File: src/rtl/pipe_sub_32.sv
// Pipelined WIDTH-bit subtractor (a - b - bin): borrow ripples CHUNK bits per stage,
// with a valid/ready handshake and zero/neg/ovf flags registered with the last stage.
module pipe_sub_32 #(
  parameter int WIDTH = 32,
  parameter int CHUNK = 8
) (
  input  logic             clk,
  input  logic             rst_n,
  input  logic             in_valid,
  output logic             in_ready,
  input  logic [WIDTH-1:0] a,
  input  logic [WIDTH-1:0] b,
  input  logic             bin,
  output logic             out_valid,
  input  logic             out_ready,
  output logic [WIDTH-1:0] diff,
  output logic             bout,
  output logic             zero,
  output logic             neg,
  output logic             ovf
);

  localparam int STAGES = WIDTH / CHUNK;

  if (WIDTH % CHUNK != 0) begin : g_width_chk
    $error("pipe_sub_32: WIDTH must be a multiple of CHUNK");
  end

  // Chunk subtract: MSB of the result is the borrow-out of this chunk.
  function automatic logic [CHUNK:0] sub_chunk(input logic [CHUNK-1:0] x,
                                               input logic [CHUNK-1:0] y,
                                               input logic             bi);
    return {1'b0, x} - {1'b0, y} - {{CHUNK{1'b0}}, bi};
  endfunction

  logic             adv;
  logic             vld_i [STAGES];
  logic             brw_i [STAGES];
  logic [WIDTH-1:0] a_i   [STAGES];
  logic [WIDTH-1:0] b_i   [STAGES];
  logic [WIDTH-1:0] res_i [STAGES];
  logic [WIDTH-1:0] res_nx[STAGES];
  logic             brw_nx[STAGES];
  logic             vld_p [STAGES];
  logic             brw_p [STAGES];
  logic [WIDTH-1:0] a_p   [STAGES];
  logic [WIDTH-1:0] b_p   [STAGES];
  logic [WIDTH-1:0] res_p [STAGES];
  logic             zero_q, neg_q, ovf_q;

  assign adv      = ~vld_p[STAGES-1] | out_ready;
  assign in_ready = adv;

  for (genvar k = 0; k < STAGES; k++) begin : g_st
    logic [CHUNK:0] part;

    if (k == 0) begin : g_head
      assign vld_i[k] = in_valid;
      assign brw_i[k] = bin;
      assign a_i[k]   = a;
      assign b_i[k]   = b;
      assign res_i[k] = '0;
    end else begin : g_body
      assign vld_i[k] = vld_p[k-1];
      assign brw_i[k] = brw_p[k-1];
      assign a_i[k]   = a_p[k-1];
      assign b_i[k]   = b_p[k-1];
      assign res_i[k] = res_p[k-1];
    end

    assign part = sub_chunk(a_i[k][k*CHUNK +: CHUNK], b_i[k][k*CHUNK +: CHUNK], brw_i[k]);

    always_comb begin
      res_nx[k]                   = res_i[k];
      res_nx[k][k*CHUNK +: CHUNK] = part[CHUNK-1:0];
      brw_nx[k]                   = part[CHUNK];
    end

    // Stage k boundary: lower result bits travel along with the remaining operands.
    always_ff @(posedge clk or negedge rst_n) begin
      if (!rst_n) begin
        vld_p[k] <= 1'b0;
        brw_p[k] <= 1'b0;
        a_p[k]   <= '0;
        b_p[k]   <= '0;
        res_p[k] <= '0;
      end else if (adv) begin
        vld_p[k] <= vld_i[k];
        brw_p[k] <= brw_nx[k];
        a_p[k]   <= a_i[k];
        b_p[k]   <= b_i[k];
        res_p[k] <= res_nx[k];
      end
    end
  end

  // Final stage boundary: flags registered alongside the completed difference.
  always_ff @(posedge clk or negedge rst_n) begin
    if (!rst_n) begin
      zero_q <= 1'b0;
      neg_q  <= 1'b0;
      ovf_q  <= 1'b0;
    end else if (adv) begin
      zero_q <= (res_nx[STAGES-1] == '0);
      neg_q  <= res_nx[STAGES-1][WIDTH-1];
      ovf_q  <= (a_i[STAGES-1][WIDTH-1] != b_i[STAGES-1][WIDTH-1]) &&
                (res_nx[STAGES-1][WIDTH-1] != a_i[STAGES-1][WIDTH-1]);
    end
  end

  assign out_valid = vld_p[STAGES-1];
  assign diff      = res_p[STAGES-1];
  assign bout      = brw_p[STAGES-1];
  assign zero      = zero_q;
  assign neg       = neg_q;
  assign ovf       = ovf_q;

endmodule

File: config.mk
export PLATFORM = sky130hd
export DESIGN_NAME = pipe_sub_32
export DESIGN_NICKNAME = d
export VERILOG_FILES = /design/src/rtl/pipe_sub_32.sv
export SDC_FILE = /design/constraint.sdc
export NUM_CORES = 1
export LEC_CHECK = 0
export CAP_MARGIN = 10
export CORE_UTILIZATION = 58
export DETAILED_ROUTE_END_ITERATION = 10
export DONT_BUFFER_PORTS = 1
export PLACE_DENSITY = 0.76
export SYNTH_ARGS = -nofsm -noshare
export SYNTH_HDL_FRONTEND = slang
export SYNTH_SLANG_ARGS = --single-unit
File: constraint.sdc
create_clock -name clk -period 2.5 [get_ports clk]
set_input_delay 0.25 -clock clk [delete_from_list [all_inputs] [get_ports clk]]
set_output_delay 0.25 -clock clk [all_outputs]
set_load 0.05 [all_outputs]
==> impl_metrics.json, run 1 <==
{
  "nFillCells": 1188,
  "leakage_uw": 0.00529,
  "yosysMostFrequentCell": "nand2_1",
  "track_usage_pct": 24.8,
  "critPathKind": "reg2reg",
  "crit_top_cell": "fa_1",
  "dp_hpwl_um": 11900,
  "drive_above_1_share_pct": 4.56,
  "nets": 1196,
  "fin_ws_ns": 0.146,
  "initial_core_util_pct": 59.6,
  "fin_crit_ns": 2.35,
  "io_pins": 107,
  "port_buffers": 0,
  "drc_errors": 0,
  "stdcell_count": 1263,
  "crit_family": "adder cells",
  "wire_per_inst_um": 14.6,
  "die_height_um": 127,
  "clock_skew_ns": 0.00638,
  "cts_setup_buffers": 0,
  "synth_edf_count": 0,
  "coreArea_mm2": 0.0152,
  "place_worst_setup_slack_ns": 0.0215,
  "dr.max_layer_used": "met4",
  "crit_fanout": 4,
  "synth_nets": 1165,
  "max-vdd-ir-drop_mv": 0.765,
  "antenna_found_initial": 1,
  "required_ns": 2.80,
  "drt-vias-per-instance": 5.37,
  "yosysUniqueCellTypes": 46,
  "power_density_mw_per_mm2": 1500,
  "worstMarginPinSlew_ns": 0.918,
  "overflow": 0,
  "synth_area_leaders": "dfrtp_1 (51%), nand2_1 (18%), ha_1 (7.7%)",
  "cts_tree": "yes",
  "ys_seq_area_share_pct": 51.4,
  "cts.path.max_buffers": 2,
  "slew_viol_final": 0,
  "status": "complete, but fails checks",
  "dr.pass1.iters": 7,
  "hold_viol_final": 186,
  "synth_top_area_share_pct": 51.4,
  "dp.cells": 1183,
  "violations": "hold timing",
  "clock_sinks": 186,
  "grt_max_degree": 187,
  "syn_avg_cell_area_um2": 8.78,
  "grt_pass1_vias": 6542,
  "dr_wl_met2_um": 9090,
  "wirelength_um": 18400,
  "reg2reg_to": "res_i[46]",
  "ys_top_cells_by_count": "nand2_1 (427), dfrtp_1 (186), inv_1 (97), ha_1 (56), o21ai_0 (32)",
  "holdWs_ns": -0.480,
  "hold_buffers": 49,
  "cts_root_buffer": "clkbuf_16",
  "cp.arrival_ns": 2.66,
  "timing.setup.tns_ns": 0,
  "num_rows": 45,
  "routabilityCongestion": 0.815,
  "rsz0062_at_grt": "false",
  "met1_length_um": 8100,
  "wl_met3_um": 718,
  "fin_crit_sh_pct": 94.1,
  "first_iter_violations": 412,
  "cts-buffers-inserted": 17,
  "synth_ff_type": "dfrtp_1",
  "cp-end-kind": "register",
  "relSlewSlack_pct": 38.8,
  "yosysTopAreaCell": "dfrtp_1",
  "netlist_area_mm2": 0.00906,
  "synthArstFlopShare_pct": 100,
  "clock_latency_ns": 0.43,
  "setup-violations-final": 0,
  "synthCells": 1032,
  "yosysWarnings": 0,
  "htreeDepth": 4,
  "grt_pass1_wl_um": 31100,
  "critical_path.n_buffers_inverters": 0,
  "slowest_delay_ns": 0.48,
  "worst_setup_path_start_kind": "register",
  "die_x_um": 127,
  "num_vias": 6788,
  "r2r-start": "a_i[72]",
  "synth-seq-cells": 186,
  "die_area_mm2": 0.0161,
  "clkTransAtPathRegs_ns": 0.06,
  "ff2ff_setup_slack_ns": 0.15,
  "ff2ff_path_depth": 7,
  "max_freq_mhz": 425,
  "cap_viol_max_count": 0,
  "crit_chain": "fa_1, fa_1, nand2b_1, a21oi_2, o21bai_2, a2111oi_2, a211oi_1",
  "slowest_stage": "fa_1",
  "hold_class": "in2async",
  "ant_nets": 0,
  "synthToLayoutAreaGrowth_pct": 14.0
}
==> logic make-up (layout without fill, tap and decap cells) <==
kind of cell / count (synthesis) / in the layout / share of synthesized area [%]
flops: 186 / 186 / 51.4
buf+inv: 142 / 184 / 6.17
fa+ha+maj: 64 / 64 / 9.50
other cells: 0 / 1 / 0
mux: 1 / 1 / 0.124
simple gates: 511 / 511 / 23.0
xor+xnor: 12 / 12 / 1.16
compound gates: 116 / 116 / 8.65
==> worst max-delay path by stage <==
stage | start | end | slack [ns] | cells past startpoint
floorplan | a_i[48] | res_i[22] | 0.20 | 7
detailed placement | a_i[72] | res_i[46] | 0.02 | 7
CTS | a_i[72] | res_i[46] | 0.02 | 7
global route | a_i[48] | res_i[22] | 0.01 | 7
global placement | a_i[48] | res_i[22] | 0.12 | 7
finish | a_i[72] | res_i[46] | 0.15 | 7
==> final cells by class <==
type,count,area (µm²),share of cell area (%)
Inverter,98,373,3.61
Sequential cell,186,4650,45.1
Timing Repair Buffer,56,568,5.50
Tap cell,188,235,2.28
Antenna cell,1,2.50,0.0242
Clock buffer,20,447,4.33
Clock inverter,10,168,1.62
Multi-Input combinational cell,704,3880,37.6
==> registers in the layout (all words and copies together), names as in the netlist <==
signal,count
vld_i,3
a_i,48
res_i,48
b_i,48
diff,32
bout,1
ovf,1
brw_i,3
out_valid,1
zero,1
==> cells in the final DEF (no fill, tap or decap), types with 7 or more instances in the layout <==
master,instances
dfrtp_1,186
dlygate4sd3_1,49
nor3_1,9
nor3b_1,9
nor2_1,22
a31oi_1,7
nand2_1,427
o21ai_0,32
fa_1,8
nand3_1,12
nand2b_1,11
inv_1,97
a211oi_1,8
clkbuf_16,17
xnor2_1,11
ha_1,56
a21oi_1,16
==> per-stage QoR <==
| stage | instance area, µm² | utilization, % | total power [µW] |
|---|---|---|---|
| after floorplan | 9060 | - | 11100 |
| after global placement | 9190 | 60.5 | 12300 |
| after detailed placement | 9190 | 60.5 | 12600 |
| after CTS | 10300 | 67.7 | 15500 |
| after global routing | 10300 | 67.9 | 16800 |
| final | 10300 | 67.9 | 15500 |
==> per-layer routing <==
layer  vias to the layer above  global-route usage, %
li1                       3349                      -
met1                      3237                   32.2
met2                       159                   40.9
met3                        43                   4.81
met4                         0                   10.5
met5                         -                      0
==> power breakdown <==
group / internal [µW] / switching (µW)
sequential: 4330 / 1790
clock: 1700 / 1110
combinational: 2730 / 3860
==> timing repair <==
| action | in CTS | in global routing |
|---|---|---|
| gates resized for setup | 0 | 8 |
| endpoints found under the hold margin | 235 | 186 |
| setup endpoints to repair | 0 | 3 |
(Power assumes the default switching activity.)
==> run 2, diff against run 1 <==
--- a/config.mk
+++ b/config.mk
@@ -9,7 +9,8 @@
 export CORE_UTILIZATION = 58
 export DETAILED_ROUTE_END_ITERATION = 10
 export DONT_BUFFER_PORTS = 1
-export PLACE_DENSITY = 0.76
+export PLACE_DENSITY = 0.83
+export SETUP_SLACK_MARGIN = 0.4
 export SYNTH_ARGS = -nofsm -noshare
 export SYNTH_HDL_FRONTEND = slang
 export SYNTH_SLANG_ARGS = --single-unit
==> run 2 against run 1 <==
  * The run still ends with hold timing left
  * Via count up 3.9%
  * Non-clock buffer count up 17
  * Clock-buffer cell count down 2
==> impl_metrics.json, run 2 (same netlist as run 1, synthesis figures left out) <==
{
  "critical_path.n_buffers_inverters": 1,
  "htreeDepth": 4,
  "worst_setup_path_start_kind": "register",
  "cap_viol_max_count": 0,
  "setup-violations-final": 0,
  "rsz0062_at_grt": "true",
  "violations": "hold timing",
  "synthToLayoutAreaGrowth_pct": 19.9,
  "hold_viol_final": 186,
  "initial_core_util_pct": 59.6,
  "crit_chain": "inv_2, fa_2, ha_2, o21ai_4, a31oi_4, o211ai_1, a2111oi_0, nand3b_1",
  "relSlewSlack_pct": 38.5,
  "fin_crit_sh_pct": 90.6,
  "drive_above_1_share_pct": 10.7,
  "fin_crit_ns": 2.27,
  "power_uw": 17800,
  "reg2reg_to": "res_i[47]",
  "required_ns": 2.87,
  "cts-buffers-inserted": 17,
  "drc_errors": 0,
  "io_pins": 107,
  "slowest_delay_ns": 0.58,
  "die_area_mm2": 0.0161,
  "worstMarginPinSlew_ns": 0.923,
  "hold_class": "in2async",
  "num_rows": 45,
  "grt_pass1_wl_um": 32100,
  "holdWs_ns": -0.491,
  "max_freq_mhz": 441,
  "slowest_stage": "fa_2",
  "nFillCells": 1090,
  "cp.arrival_ns": 2.63,
  "slew_viol_final": 0,
  "cp.depth": 8,
  "clock_latency_ns": 0.43,
  "port_buffers": 0,
  "crit_fanout": 3,
  "first_iter_violations": 583,
  "power_density_mw_per_mm2": 1640,
  "wirelength_um": 20200,
  "dr.pass1.iters": 5,
  "n_antenna_cell": 0,
  "hold_buffers": 50,
  "clock_sinks": 186,
  "ant_nets": 0,
  "ff2ff_setup_slack_ns": 0.23,
  "cts.path.max_buffers": 2,
  "grt_max_degree": 187,
  "critPathKind": "reg2reg",
  "grt_pass1_vias": 6811,
  "final_cell_mix": "nand2_1 (427), dfrtp_1 (185), inv_1 (87), dlygate4sd3_1 (50), ha_1 (45)",
  "wire_per_inst_um": 15.7,
  "coreArea_mm2": 0.0152,
  "dr_wl_met2_um": 9660,
  "timing.setup.tns_ns": 0,
  "utilization_pct": 71.4,
  "max-vdd-ir-drop_mv": 0.822,
  "status": "complete, but fails checks",
  "final_common_cell": "nand2_1",
  "stdcell_count": 1281,
  "cts_tree": "yes",
  "r2r-start": "brw_i[2]",
  "die_height_um": 127,
  "leakage_uw": 0.00543,
  "met1_length_um": 8900,
  "ff2ff_path_depth": 8,
  "clkTransAtPathRegs_ns": 0.07,
  "dr.max_layer_used": "met4",
  "crit_family": "compound AO/OA/AOI/OAI gates",
  "wl_met3_um": 1120,
  "clock_skew_ns": 0.00791,
  "die_x_um": 127,
  "routabilityCongestion": 0.814,
  "dp.cells": 1186,
  "overflow": 0,
  "dp_hpwl_um": 11800,
  "num_vias": 7053,
  "nets": 1213,
  "track_usage_pct": 25.3,
  "antenna_found_initial": 0,
  "cts_root_buffer": "clkbuf_16",
  "cp-end-kind": "register",
  "drt-vias-per-instance": 5.51
}
==> run 2: cell type report <==
cell class / count / area (µm²) / share of cell area, %
clock inverter: 14 / 194 / 1.79
sequential: 186 / 4660 / 42.9
timing repair buffer: 73 / 714 / 6.58
inverter: 98 / 375 / 3.46
tap: 188 / 235 / 2.17
clock buffer: 18 / 429 / 3.95
multi-input combinational: 704 / 4250 / 39.2
==> run 2: worst max-delay path by stage <==
stage / start / end
6_report: brw_i[2] / res_i[47]
3_5_place_dp: b[0] / res_i[70]
4_1_cts: brw_i[2] / res_i[47]
3_3_place_gp: brw_i[0] / zero
5_1_grt: b_i[24] / zero
2_1_floorplan: a_i[48] / res_i[22]
==> run 2: routing by layer <==
layer  track usage (%)  up-vias
li1                  -     3384
met1              33.8     3373
met2              41.1      249
met3              5.48       47
met4              8.61        0
met5                 0        -
==> run 2: report_power, final <==
part	switching (µW)	internal (µW)
registers	1900	4330
logic	4910	3790
clock network	1160	1680
total	7970	9800
==> run 2: stage by stage <==
stage | setup slack (ns) | area, µm²
4_1_cts | 0.279 | 10700
3_5_place_dp | 0.207 | 9270
6_report | 0.234 | 10900
3_3_place_gp | 0.302 | 9270
2_1_floorplan | 0.396 | 9100
5_1_grt | 0.172 | 10900
==> run 2: repair_timing <==
action / in CTS / in global routing
resized for setup: 50 / 22
setup endpoints to repair: 12 / 16
setup buffers: 8 / 5
hold endpoints to repair: 235 / 186
pin swaps: 24 / 14
==> run 3, diff against run 2 <==
--- a/config.mk
+++ b/config.mk
@@ -6,10 +6,11 @@
 export NUM_CORES = 1
 export LEC_CHECK = 0
 export CAP_MARGIN = 10
-export CORE_UTILIZATION = 58
+export CORE_UTILIZATION = 60
 export DETAILED_ROUTE_END_ITERATION = 10
 export DONT_BUFFER_PORTS = 1
 export PLACE_DENSITY = 0.83
+export RECOVER_POWER = 50
 export SETUP_SLACK_MARGIN = 0.4
 export SYNTH_ARGS = -nofsm -noshare
 export SYNTH_HDL_FRONTEND = slang
==> constraint.sdc (replaced) <==
create_clock -name clk -period 2.3 [get_ports clk]
set_input_delay 0.23 -clock clk [delete_from_list [all_inputs] [get_ports clk]]
set_output_delay 0.23 -clock clk [all_outputs]
set_load 0.05 [all_outputs]
==> run 3 against run 2 <==
  * The flow finishes with violations (DRC, hold timing)
  * Sequential cell count did not move
  * Largest cell class unchanged
  * Maximum frequency rose by 0.27%
  * Sequential share of layout area rose by 0.16 points
  * Clock-buffer cell count rose by 5
==> impl_metrics.json, run 3 (same netlist as run 1, synthesis figures left out) <==
{
  "leakage_uw": 0.00543,
  "worstMarginPinSlew_ns": 0.913,
  "clock_skew_ns": 0.00756,
  "grt_pass1_wl_um": 31900,
  "fin_crit_ns": 2.26,
  "dp_hpwl_um": 11600,
  "synthToLayoutAreaGrowth_pct": 19.4,
  "track_usage_pct": 25.8,
  "power_density_mw_per_mm2": 1760,
  "dr.pass1.iters": 8,
  "overflow": 0,
  "cts_root_buffer": "clkbuf_16",
  "hold_viol_final": 186,
  "initial_core_util_pct": 61.9,
  "power_uw": 19000,
  "relSlewSlack_pct": 39.2,
  "max_freq_mhz": 442,
  "crit_chain": "inv_2, fa_2, ha_1, o21ai_4, a2111oi_4, a21oi_2, a2111o_1, o311ai_1",
  "rsz0062_at_grt": "true",
  "slowest_delay_ns": 0.41,
  "clkTransAtPathRegs_ns": 0.06,
  "violations": "DRC, hold timing",
  "final_cell_mix": "nand2_1 (427), dfrtp_1 (185), inv_1 (88), dlygate4sd3_1 (49), ha_1 (46)",
  "n_antenna_cell": 0,
  "nets": 1213,
  "nFillCells": 1000,
  "stdcell_count": 1277,
  "port_buffers": 0,
  "worst_setup_path_start_kind": "register",
  "timing.setup.tns_ns": 0,
  "die_area_mm2": 0.0156,
  "max-vdd-ir-drop_mv": 1.05,
  "fin_crit_sh_pct": 98.3,
  "htreeDepth": 4,
  "required_ns": 2.64,
  "num_vias": 6841,
  "coreArea_mm2": 0.0146,
  "cp.arrival_ns": 2.60,
  "hold_class": "in2async",
  "cap_viol_max_count": 0,
  "wire_per_inst_um": 14.9,
  "status": "complete, but fails checks",
  "hold_buffers": 49,
  "grt_max_degree": 187,
  "setup-violations-final": 0,
  "utilization_pct": 73.9,
  "crit_fanout": 4,
  "drive_above_1_share_pct": 10.8,
  "dp.cells": 1180,
  "clock_latency_ns": 0.44,
  "die_height_um": 125,
  "ant_nets": 0,
  "cts_tree": "yes",
  "wirelength_um": 19100,
  "io_pins": 107,
  "first_iter_violations": 522,
  "die_x_um": 125,
  "slowest_stage": "fa_2",
  "drt-vias-per-instance": 5.36,
  "critPathKind": "reg2reg",
  "slew_viol_final": 0,
  "cp-end-kind": "register",
  "critical_path.n_buffers_inverters": 1,
  "cts-buffers-inserted": 17,
  "holdWs_ns": -0.520,
  "drc_errors": 16,
  "crit_family": "compound AO/OA/AOI/OAI gates",
  "clock_sinks": 186,
  "antenna_found_initial": 0,
  "final_common_cell": "nand2_1",
  "routabilityCongestion": 0.779,
  "cts.path.max_buffers": 2,
  "grt_pass1_vias": 6602,
  "num_rows": 44
}
==> run 3: area by class of cell <==
type / instances / area (µm²) / share of cell area (%)
timing repair buffer: 73 / 732 / 6.77
sequential: 186 / 4660 / 43.0
clock buffer: 23 / 488 / 4.51
tap: 184 / 230 / 2.13
multi-input combinational: 704 / 4250 / 39.3
clock inverter: 9 / 88.8 / 0.821
inverter: 98 / 375 / 3.47
==> run 3: repair_timing <==
item,in CTS,in global routing
endpoints found under the setup margin,17,21
pin swaps,9,5
setup buffers,8,7
endpoints found under the hold margin,235,186
cloned,1,0
gates resized for setup,36,21
==> run 3: report_power, final <==
| part | switching (µW) | internal (µW) | leakage, µW | total [µW] |
|---|---|---|---|---|
| Sequential | 2020 | 4710 | 0.00224 | 6730 |
| Clock | 1240 | 1610 | 0.000264 | 2840 |
| Combinational | 5170 | 4270 | 0.00293 | 9440 |
| Total | 8420 | 10600 | 0.00543 | 19000 |
==> run 3: final timing paths <==
path                        endpoint  depth (start not counted)  slack (ns)  startpoint
max                              ovf                          8        0.04    brw_i[0]
min reg2reg                 vld_i[0]                          2        0.46    vld_i[0]
max reg2reg                      ovf                          8        0.04    brw_i[0]
max in group asynchronous    a_i[72]                          0        2.55       rst_n
min in group clk           res_i[64]                          2        0.01        a[1]
min                         diff[10]                          0       -0.52       rst_n
==> run 3: layer usage <==
metal  vias up  track usage (%)  share of wire [%]
met5         -                0                  0
met4         0             8.18                1.4
li1       3386                -                  -
met3        22             4.98                5.1
met2       168             40.2                 47
met1      3265             36.8                 46
==> run 3: per-stage QoR <==
step | setup slack [ns] | cell area, µm²
2_1_floorplan | 0.229 | 9160
3_3_place_gp | 0.125 | 9300
3_5_place_dp | 0.0358 | 9300
4_1_cts | 0.0952 | 10700
5_1_grt | -0.0504 | 10800
6_report | 0.0400 | 10800
